**src/rtl/jtag_shift_serdes_if.sv**
```systemverilog
// rtl/jtag_shift_serdes_if.sv - host-side TX byte stream and RX readback stream
interface jtag_shift_serdes_if;
  logic [7:0] tx_data;
  logic [3:0] tx_nbits;
  logic       tx_last;
  logic       tx_valid;
  logic       tx_ready;
  logic [7:0] rx_data;
  logic [3:0] rx_nbits;
  logic       rx_last;
  logic       rx_valid;
  logic       rx_ready;

  modport master (
    output tx_data, tx_nbits, tx_last, tx_valid,
    input  tx_ready,
    input  rx_data, rx_nbits, rx_last, rx_valid,
    output rx_ready
  );

  modport slave (
    input  tx_data, tx_nbits, tx_last, tx_valid,
    output tx_ready,
    output rx_data, rx_nbits, rx_last, rx_valid,
    input  rx_ready
  );
endinterface

```
**src/rtl/jtag_shift_serdes.sv**
```systemverilog
// rtl/jtag_shift_serdes.sv - byte/bit bridge between host stream FIFOs and the TAP shift port
// TX: two-stage CUR/NXT byte buffer feeding shift_in LSB-first; RX: bit packer into a small FIFO.
module jtag_shift_serdes #(
  parameter int RX_DEPTH = 4
) (
  input  logic                clk,
  input  logic                rst_n,
  jtag_shift_serdes_if.slave  host,
  output logic                shift_in,
  output logic                shift_ready,
  input  logic                tap_shift,
  input  logic                shift_out,
  output logic                busy,
  output logic                err_underrun,
  output logic                err_overflow,
  input  logic                err_clear
);
  localparam int PW = $clog2(RX_DEPTH);

  logic [7:0] cur_sr;
  logic [3:0] cur_cnt;
  logic       cur_last;
  logic [7:0] nxt_data;
  logic [3:0] nxt_cnt;
  logic       nxt_last;
  logic       nxt_valid;
  logic [7:0] acc;
  logic [2:0] acc_cnt;
  logic [7:0] fifo_data  [RX_DEPTH];
  logic [3:0] fifo_nbits [RX_DEPTH];
  logic       fifo_last  [RX_DEPTH];
  logic [PW:0] wr_ptr;
  logic [PW:0] rd_ptr;

  logic       accept;
  logic       consume;
  logic       underrun;
  logic       reload;
  logic       last_bit;
  logic [4:0] avail;
  logic [7:0] acc_wr;
  logic       word_done;
  logic [3:0] word_nbits;
  logic       fifo_empty;
  logic       fifo_full;
  logic       pop;
  logic       push;
  logic       overflow;

  assign host.tx_ready = !nxt_valid;
  assign accept   = host.tx_valid & !nxt_valid;
  assign consume  = tap_shift & (cur_cnt != 4'd0);
  assign underrun = tap_shift & (cur_cnt == 4'd0);
  // Reload on the same edge the final CUR bit leaves, so back-to-back bytes shift without a gap.
  assign reload   = nxt_valid & ((cur_cnt == 4'd0) | ((cur_cnt == 4'd1) & consume));
  assign last_bit = consume & (cur_cnt == 4'd1) & cur_last;
  assign avail    = {1'b0, cur_cnt} + (nxt_valid ? {1'b0, nxt_cnt} : 5'd0);

  assign shift_in    = (cur_cnt != 4'd0) ? cur_sr[0] : 1'b0;
  assign shift_ready = (avail >= 5'd2) | ((avail == 5'd1) & cur_last);

  always_ff @(posedge clk) begin
    if (!rst_n) begin
      cur_sr    <= '0;
      cur_cnt   <= '0;
      cur_last  <= 1'b0;
      nxt_data  <= '0;
      nxt_cnt   <= '0;
      nxt_last  <= 1'b0;
      nxt_valid <= 1'b0;
    end else begin
      if (reload) begin
        cur_sr   <= nxt_data;
        cur_cnt  <= nxt_cnt;
        cur_last <= nxt_last;
      end else if (consume) begin
        cur_sr  <= {1'b0, cur_sr[7:1]};
        cur_cnt <= cur_cnt - 4'd1;
        if (cur_cnt == 4'd1) begin
          cur_last <= 1'b0;
        end
      end
      if (accept) begin
        nxt_data  <= host.tx_data;
        nxt_cnt   <= host.tx_last ? host.tx_nbits : 4'd8;
        nxt_last  <= host.tx_last;
        nxt_valid <= 1'b1;
      end else if (reload) begin
        nxt_valid <= 1'b0;
      end
    end
  end

  // The TDO bit is captured even on underrun, so RX framing tracks TAP shift cycles exactly.
  always_comb begin
    acc_wr          = acc;
    acc_wr[acc_cnt] = shift_out;
  end

  assign word_done  = tap_shift & ((acc_cnt == 3'd7) | last_bit);
  assign word_nbits = {1'b0, acc_cnt} + 4'd1;

  assign fifo_empty = (wr_ptr == rd_ptr);
  assign fifo_full  = (wr_ptr[PW] != rd_ptr[PW]) && (wr_ptr[PW-1:0] == rd_ptr[PW-1:0]);
  assign pop        = !fifo_empty & host.rx_ready;
  assign push       = word_done & (!fifo_full | pop);
  assign overflow   = word_done & fifo_full & !pop;

  always_ff @(posedge clk) begin
    if (!rst_n) begin
      acc     <= '0;
      acc_cnt <= '0;
    end else if (tap_shift) begin
      if (word_done) begin
        acc     <= '0;
        acc_cnt <= '0;
      end else begin
        acc     <= acc_wr;
        acc_cnt <= acc_cnt + 3'd1;
      end
    end
  end

  always_ff @(posedge clk) begin
    if (!rst_n) begin
      wr_ptr <= '0;
      rd_ptr <= '0;
      for (int i = 0; i < RX_DEPTH; i++) begin
        fifo_data[i]  <= '0;
        fifo_nbits[i] <= '0;
        fifo_last[i]  <= 1'b0;
      end
    end else begin
      if (push) begin
        fifo_data[wr_ptr[PW-1:0]]  <= acc_wr;
        fifo_nbits[wr_ptr[PW-1:0]] <= word_nbits;
        fifo_last[wr_ptr[PW-1:0]]  <= last_bit;
        wr_ptr <= wr_ptr + 1'b1;
      end
      if (pop) begin
        rd_ptr <= rd_ptr + 1'b1;
      end
    end
  end

  assign host.rx_data  = fifo_data[rd_ptr[PW-1:0]];
  assign host.rx_nbits = fifo_nbits[rd_ptr[PW-1:0]];
  assign host.rx_last  = fifo_last[rd_ptr[PW-1:0]];
  assign host.rx_valid = !fifo_empty;

  assign busy = (cur_cnt != 4'd0) | nxt_valid | (acc_cnt != 3'd0) | !fifo_empty;

  // A new error event outranks a simultaneous clear so no event is ever lost.
  always_ff @(posedge clk) begin
    if (!rst_n) begin
      err_underrun <= 1'b0;
      err_overflow <= 1'b0;
    end else begin
      if (underrun) begin
        err_underrun <= 1'b1;
      end else if (err_clear) begin
        err_underrun <= 1'b0;
      end
      if (overflow) begin
        err_overflow <= 1'b1;
      end else if (err_clear) begin
        err_overflow <= 1'b0;
      end
    end
  end
endmodule
```
**src/flat_wrapper.sv**
```systemverilog
// flat-port wrapper written by rule: the top's interface ports become plain ports
module jtag_shift_serdes_flat 
#(
  parameter int RX_DEPTH = 4
)
  (clk, rst_n, shift_in, shift_ready, tap_shift, shift_out, busy, err_underrun, err_overflow, err_clear, host_tx_data, host_tx_nbits, host_tx_last, host_tx_valid, host_tx_ready, host_rx_data, host_rx_nbits, host_rx_last, host_rx_valid, host_rx_ready);
  jtag_shift_serdes_if host_i ();
  input  logic clk;
  input  logic rst_n;
  output logic shift_in;
  output logic shift_ready;
  input  logic tap_shift;
  input  logic shift_out;
  output logic busy;
  output logic err_underrun;
  output logic err_overflow;
  input  logic err_clear;
  input wire logic [$bits(host_i.tx_data)-1:0] host_tx_data;
  input wire logic [$bits(host_i.tx_nbits)-1:0] host_tx_nbits;
  input wire logic [$bits(host_i.tx_last)-1:0] host_tx_last;
  input wire logic [$bits(host_i.tx_valid)-1:0] host_tx_valid;
  output wire logic [$bits(host_i.tx_ready)-1:0] host_tx_ready;
  output wire logic [$bits(host_i.rx_data)-1:0] host_rx_data;
  output wire logic [$bits(host_i.rx_nbits)-1:0] host_rx_nbits;
  output wire logic [$bits(host_i.rx_last)-1:0] host_rx_last;
  output wire logic [$bits(host_i.rx_valid)-1:0] host_rx_valid;
  input wire logic [$bits(host_i.rx_ready)-1:0] host_rx_ready;
  assign host_i.tx_data = host_tx_data;
  assign host_i.tx_nbits = host_tx_nbits;
  assign host_i.tx_last = host_tx_last;
  assign host_i.tx_valid = host_tx_valid;
  assign host_tx_ready = host_i.tx_ready;
  assign host_rx_data = host_i.rx_data;
  assign host_rx_nbits = host_i.rx_nbits;
  assign host_rx_last = host_i.rx_last;
  assign host_rx_valid = host_i.rx_valid;
  assign host_i.rx_ready = host_rx_ready;
  jtag_shift_serdes #(.RX_DEPTH(RX_DEPTH)) u_core (.clk(clk), .rst_n(rst_n), .host(host_i), .shift_in(shift_in), .shift_ready(shift_ready), .tap_shift(tap_shift), .shift_out(shift_out), .busy(busy), .err_underrun(err_underrun), .err_overflow(err_overflow), .err_clear(err_clear));
endmodule
```
**config.mk**
```make
export PLATFORM = sky130hd
export DESIGN_NAME = jtag_shift_serdes_flat
export DESIGN_NICKNAME = d
export VERILOG_FILES = /design/src/rtl/jtag_shift_serdes_if.sv /design/src/rtl/jtag_shift_serdes.sv /design/src/flat_wrapper.sv
export SDC_FILE = /design/constraint.sdc
export NUM_CORES = 1
export LEC_CHECK = 0
export CORE_MARGIN = 10
export CORE_UTILIZATION = 58
export CTS_CLUSTER_SIZE = 14
export DETAILED_ROUTE_END_ITERATION = 16
export PLACE_DENSITY = 0.87
export RECOVER_POWER = 50
export SYNTH_ARGS = -nofsm -noshare
export SYNTH_HDL_FRONTEND = slang
export SYNTH_SLANG_ARGS = --single-unit
```
**constraint.sdc**
```tcl
create_clock -name clk -period 4.04 [get_ports clk]
set_clock_uncertainty 0.1 [all_clocks]
set_input_delay 0.808 -clock clk [delete_from_list [all_inputs] [get_ports clk]]
set_output_delay 0.808 -clock clk [all_outputs]
set_load 0.01 [all_outputs]
```
==> flow_summary.yaml <==
critical_path:
  crit_path_end: "u_core.fifo_nbits[3][0]"
  r2r_setup_slack_ns: 0.84
  r2r-start: "u_core.cur_cnt[0]"
  path_class: "in -> reg"
  arrival_ns: 3.54
  startpoint: "rst_n"
  crit_buf_inv: 4
  worstSetupStartpointType: "input port"
  cp_num_cells: 5
  cp-end-kind: "register"
  ff2ff_path_depth: 6
  critPathMaxFanout: 45
  slowest_stage: "clkbuf_1"
  regToRegEndpoint: "u_core.fifo_nbits[0][0]"
  crit_required_ns: 3.95
  max_stage_delay_ns: 1.43
  crit_chain: "clkdlybuf4s50_1 -> buf_4 -> inv_1 -> clkbuf_1 -> a41o_1"
  critPathTopFamily: "buffers and inverters"
yosys:
  yosysTopAreaCell: "edfxtp_1"
  ys_top_cells_by_area: "edfxtp_1, dfxtp_1, mux4_2"
  synth.top_cell.area_share: 0.3150
  synth_edf_count: 49
  ys_ff_latch: 100
  synthCells: 411
  ys_seq_area_frac: 0.5336
  synth_common_cells: "nor2_1, dfxtp_1, edfxtp_1, nand2_1, mux2i_1"
  synth_area_um2: 4671
  synthArstFlopShare: 0
  yosys_most_used_dff: "dfxtp_1"
  synth_cell_type_count: 54
  synth_area_per_cell_um2: 11.36
  yosysWarnings: 0
  synth.most_common_cell: "nor2_1"
  syn_nets: 443
clock_tree:
  htreeDepth: 3
  cts_buffer_depth: 2
  holdBufCountCts: 0
  post_cts_buffers: 0
  cts_resized: 0
  cts_tree: "built"
  cts-buffers-inserted: 9
  cts.clk_slew.worst_paths_ns: 0.10
  cts_root_buf: "clkbuf_8"
  clock_sinks: 100
  clock_latency_ns: 0.37
timing:
  worstMarginPinSlew_ns: 2.001
  finalCritPeriodShare: 0.8989
  rsz0062_at_grt: "false"
  finalHoldViolations: 0
  max_freq_mhz: 275.4
  fin_crit_ns: 3.632
  finalSetupViolCount: 0
  slew_headroom: -0.3338
  fin_tns_setup_ns: 0
  drv_slew: 46
finish:
  regArea_um2: 2492
  drive_gt1_frac: 0.1016
  area_growth_pct: 11.65
  antenna_cells: 0
  final_area_um2: 5215
  final_nets: 470
  num-fill-cells: 592
  multi_input_area_um2: 1954
status:
  outcome: "finished with violations"
  violations: "max-capacitance violations, max-slew violations"
grt:
  grt_pass1_wl_um: 15960
  antenna_found_initial: 0
  grt_pass1_vias: 3180
  grt.total_usage: 0.1674
  grt_max_degree: 46
  grt-ovfl-total: 0
floorplan:
  core_um2: 7767
  initial_core_util: 0.6013
  dieHeight_um: 109.7
  ios: 40
  die_x_um: 109.7
  dieArea_um2: 12040
  rows: 32
placement:
  place_congestion: 0.7868
  numPortBuffers: 39
  dpl.hpwl_um: 6592
  place_area_um2: 5075
detailed_routing:
  num_vias: 3165
  detail_route.wl_per_cell_um: 16.96
  drt_iter0_markers: 228
  viasPerCell: 5.807
  wl_um: 9245
  drc: 0
  dr.pass1.iters: 4
  ant_nets: 0
power:
  leakage_uw: 0.001905
  cellPowerDensity_nw_per_um2: 473.1
  vdd_drop_max_uv: 510.2
hold_path:
  hold_path_class: "reg -> reg"
flow_run:
  maxCapViolCount: 1
==> cell usage in the layout (no fill, tap or decap), types with 9 or more instances in the layout <==
cell and count:
a21oi_1 20, a2bb2oi_1 9, nand3_1 10, nor3_1 11, inv_1 12, clkdlybuf4s50_1 35, mux2i_1 23, ha_1 11
nand2_1 30, mux4_2 13, dfxtp_1 51, clkbuf_8 9, nor2_1 67, edfxtp_1 49
==> stage by stage <==
stage	util	setup slack [ns]	hold slack [ns]	power [uW]	cells
2_1_floorplan	-	0.9405	0.3319	1699	411
4_1_cts	0.6769	0.4637	0.3610	2482	545
3_5_place_dp	0.6534	0.6181	0.3471	1885	529
5_1_grt	0.6714	0.1372	0.3701	2607	545
3_3_place_gp	0.6534	0.7039	0.3433	1858	529
6_report	0.6714	0.4083	0.3627	2467	545
==> state kept, by name, indices dropped and copies added (netlist names), 4 cells and up, named ones only <==
name / flops
u_core.nxt_data: 8
u_core.nxt_cnt: 4
u_core.fifo_last: 4
u_core.cur_cnt: 4
u_core.cur_sr: 8
u_core.acc: 8
u_core.fifo_data: 32
u_core.fifo_nbits: 16
==> area by class of cell <==
cell class / instances / share of cell area
Inverter: 12 / 0.008637
Tap cell: 102 / 0.02447
Sequential cell: 100 / 0.4779
Clock inverter: 7 / 0.01128
Multi-Input combinational cell: 272 / 0.3748
Timing Repair Buffer: 43 / 0.07917
Clock buffer: 9 / 0.02375
==> cell families (layout without fill, tap and decap cells) <==
logic type               after synthesis  in the layout  share of synthesized area
XOR/XNOR                               7              7                    0.01313
buffers and inverters                 39             71                    0.04045
AND/OR/NAND/NOR                      155            155                     0.1749
flip-flops                           100            100                     0.5336
AO/OA/AOI/OAI                         60             60                    0.08680
adder cells (fa/ha/maj)               12             12                    0.03375
multiplexers                          38             38                     0.1173
==> how the worst min path moves through the flow <==
stage	cells after the start	slack, ns	end	startpoint
3_5_place_dp	2	0.35	u_core.nxt_data[7]	u_core.nxt_data[7]
5_1_grt	2	0.37	u_core.nxt_cnt[1]	u_core.nxt_cnt[1]
6_report	2	0.36	u_core.nxt_data[2]	u_core.nxt_data[2]
2_1_floorplan	2	0.33	u_core.nxt_cnt[1]	u_core.nxt_cnt[1]
4_1_cts	2	0.36	u_core.nxt_data[7]	u_core.nxt_data[7]
3_3_place_gp	2	0.34	u_core.nxt_cnt[1]	u_core.nxt_cnt[1]
==> tightest hold or removal path, cell delays in order (launching register included) <==
cell and delay (ns):
dfxtp_1 0.32, nand2_1 0.05, a21oi_1 0.05
==> where the power goes <==
group | internal, uW | leakage [uW] | switching [uW]
clock | 235 | 0.0000925 | 366
combinational | 293 | 0.000891 | 332
sequential | 1150 | 0.000922 | 89.3
==> metal layers <==
metal | part of all wire | track usage | up-vias | wire length (um)
met2 | 0.53 | 0.2845 | 74 | 4862
met4 | 0.012 | 0.06413 | 0 | 110
met5 | 0 | 0 | - | 0
li1 | - | - | 1529 | -
met3 | 0.056 | 0.03920 | 8 | 520
met1 | 0.41 | 0.2020 | 1554 | 3752
Note: power is estimated with default switching activity, not from simulation.
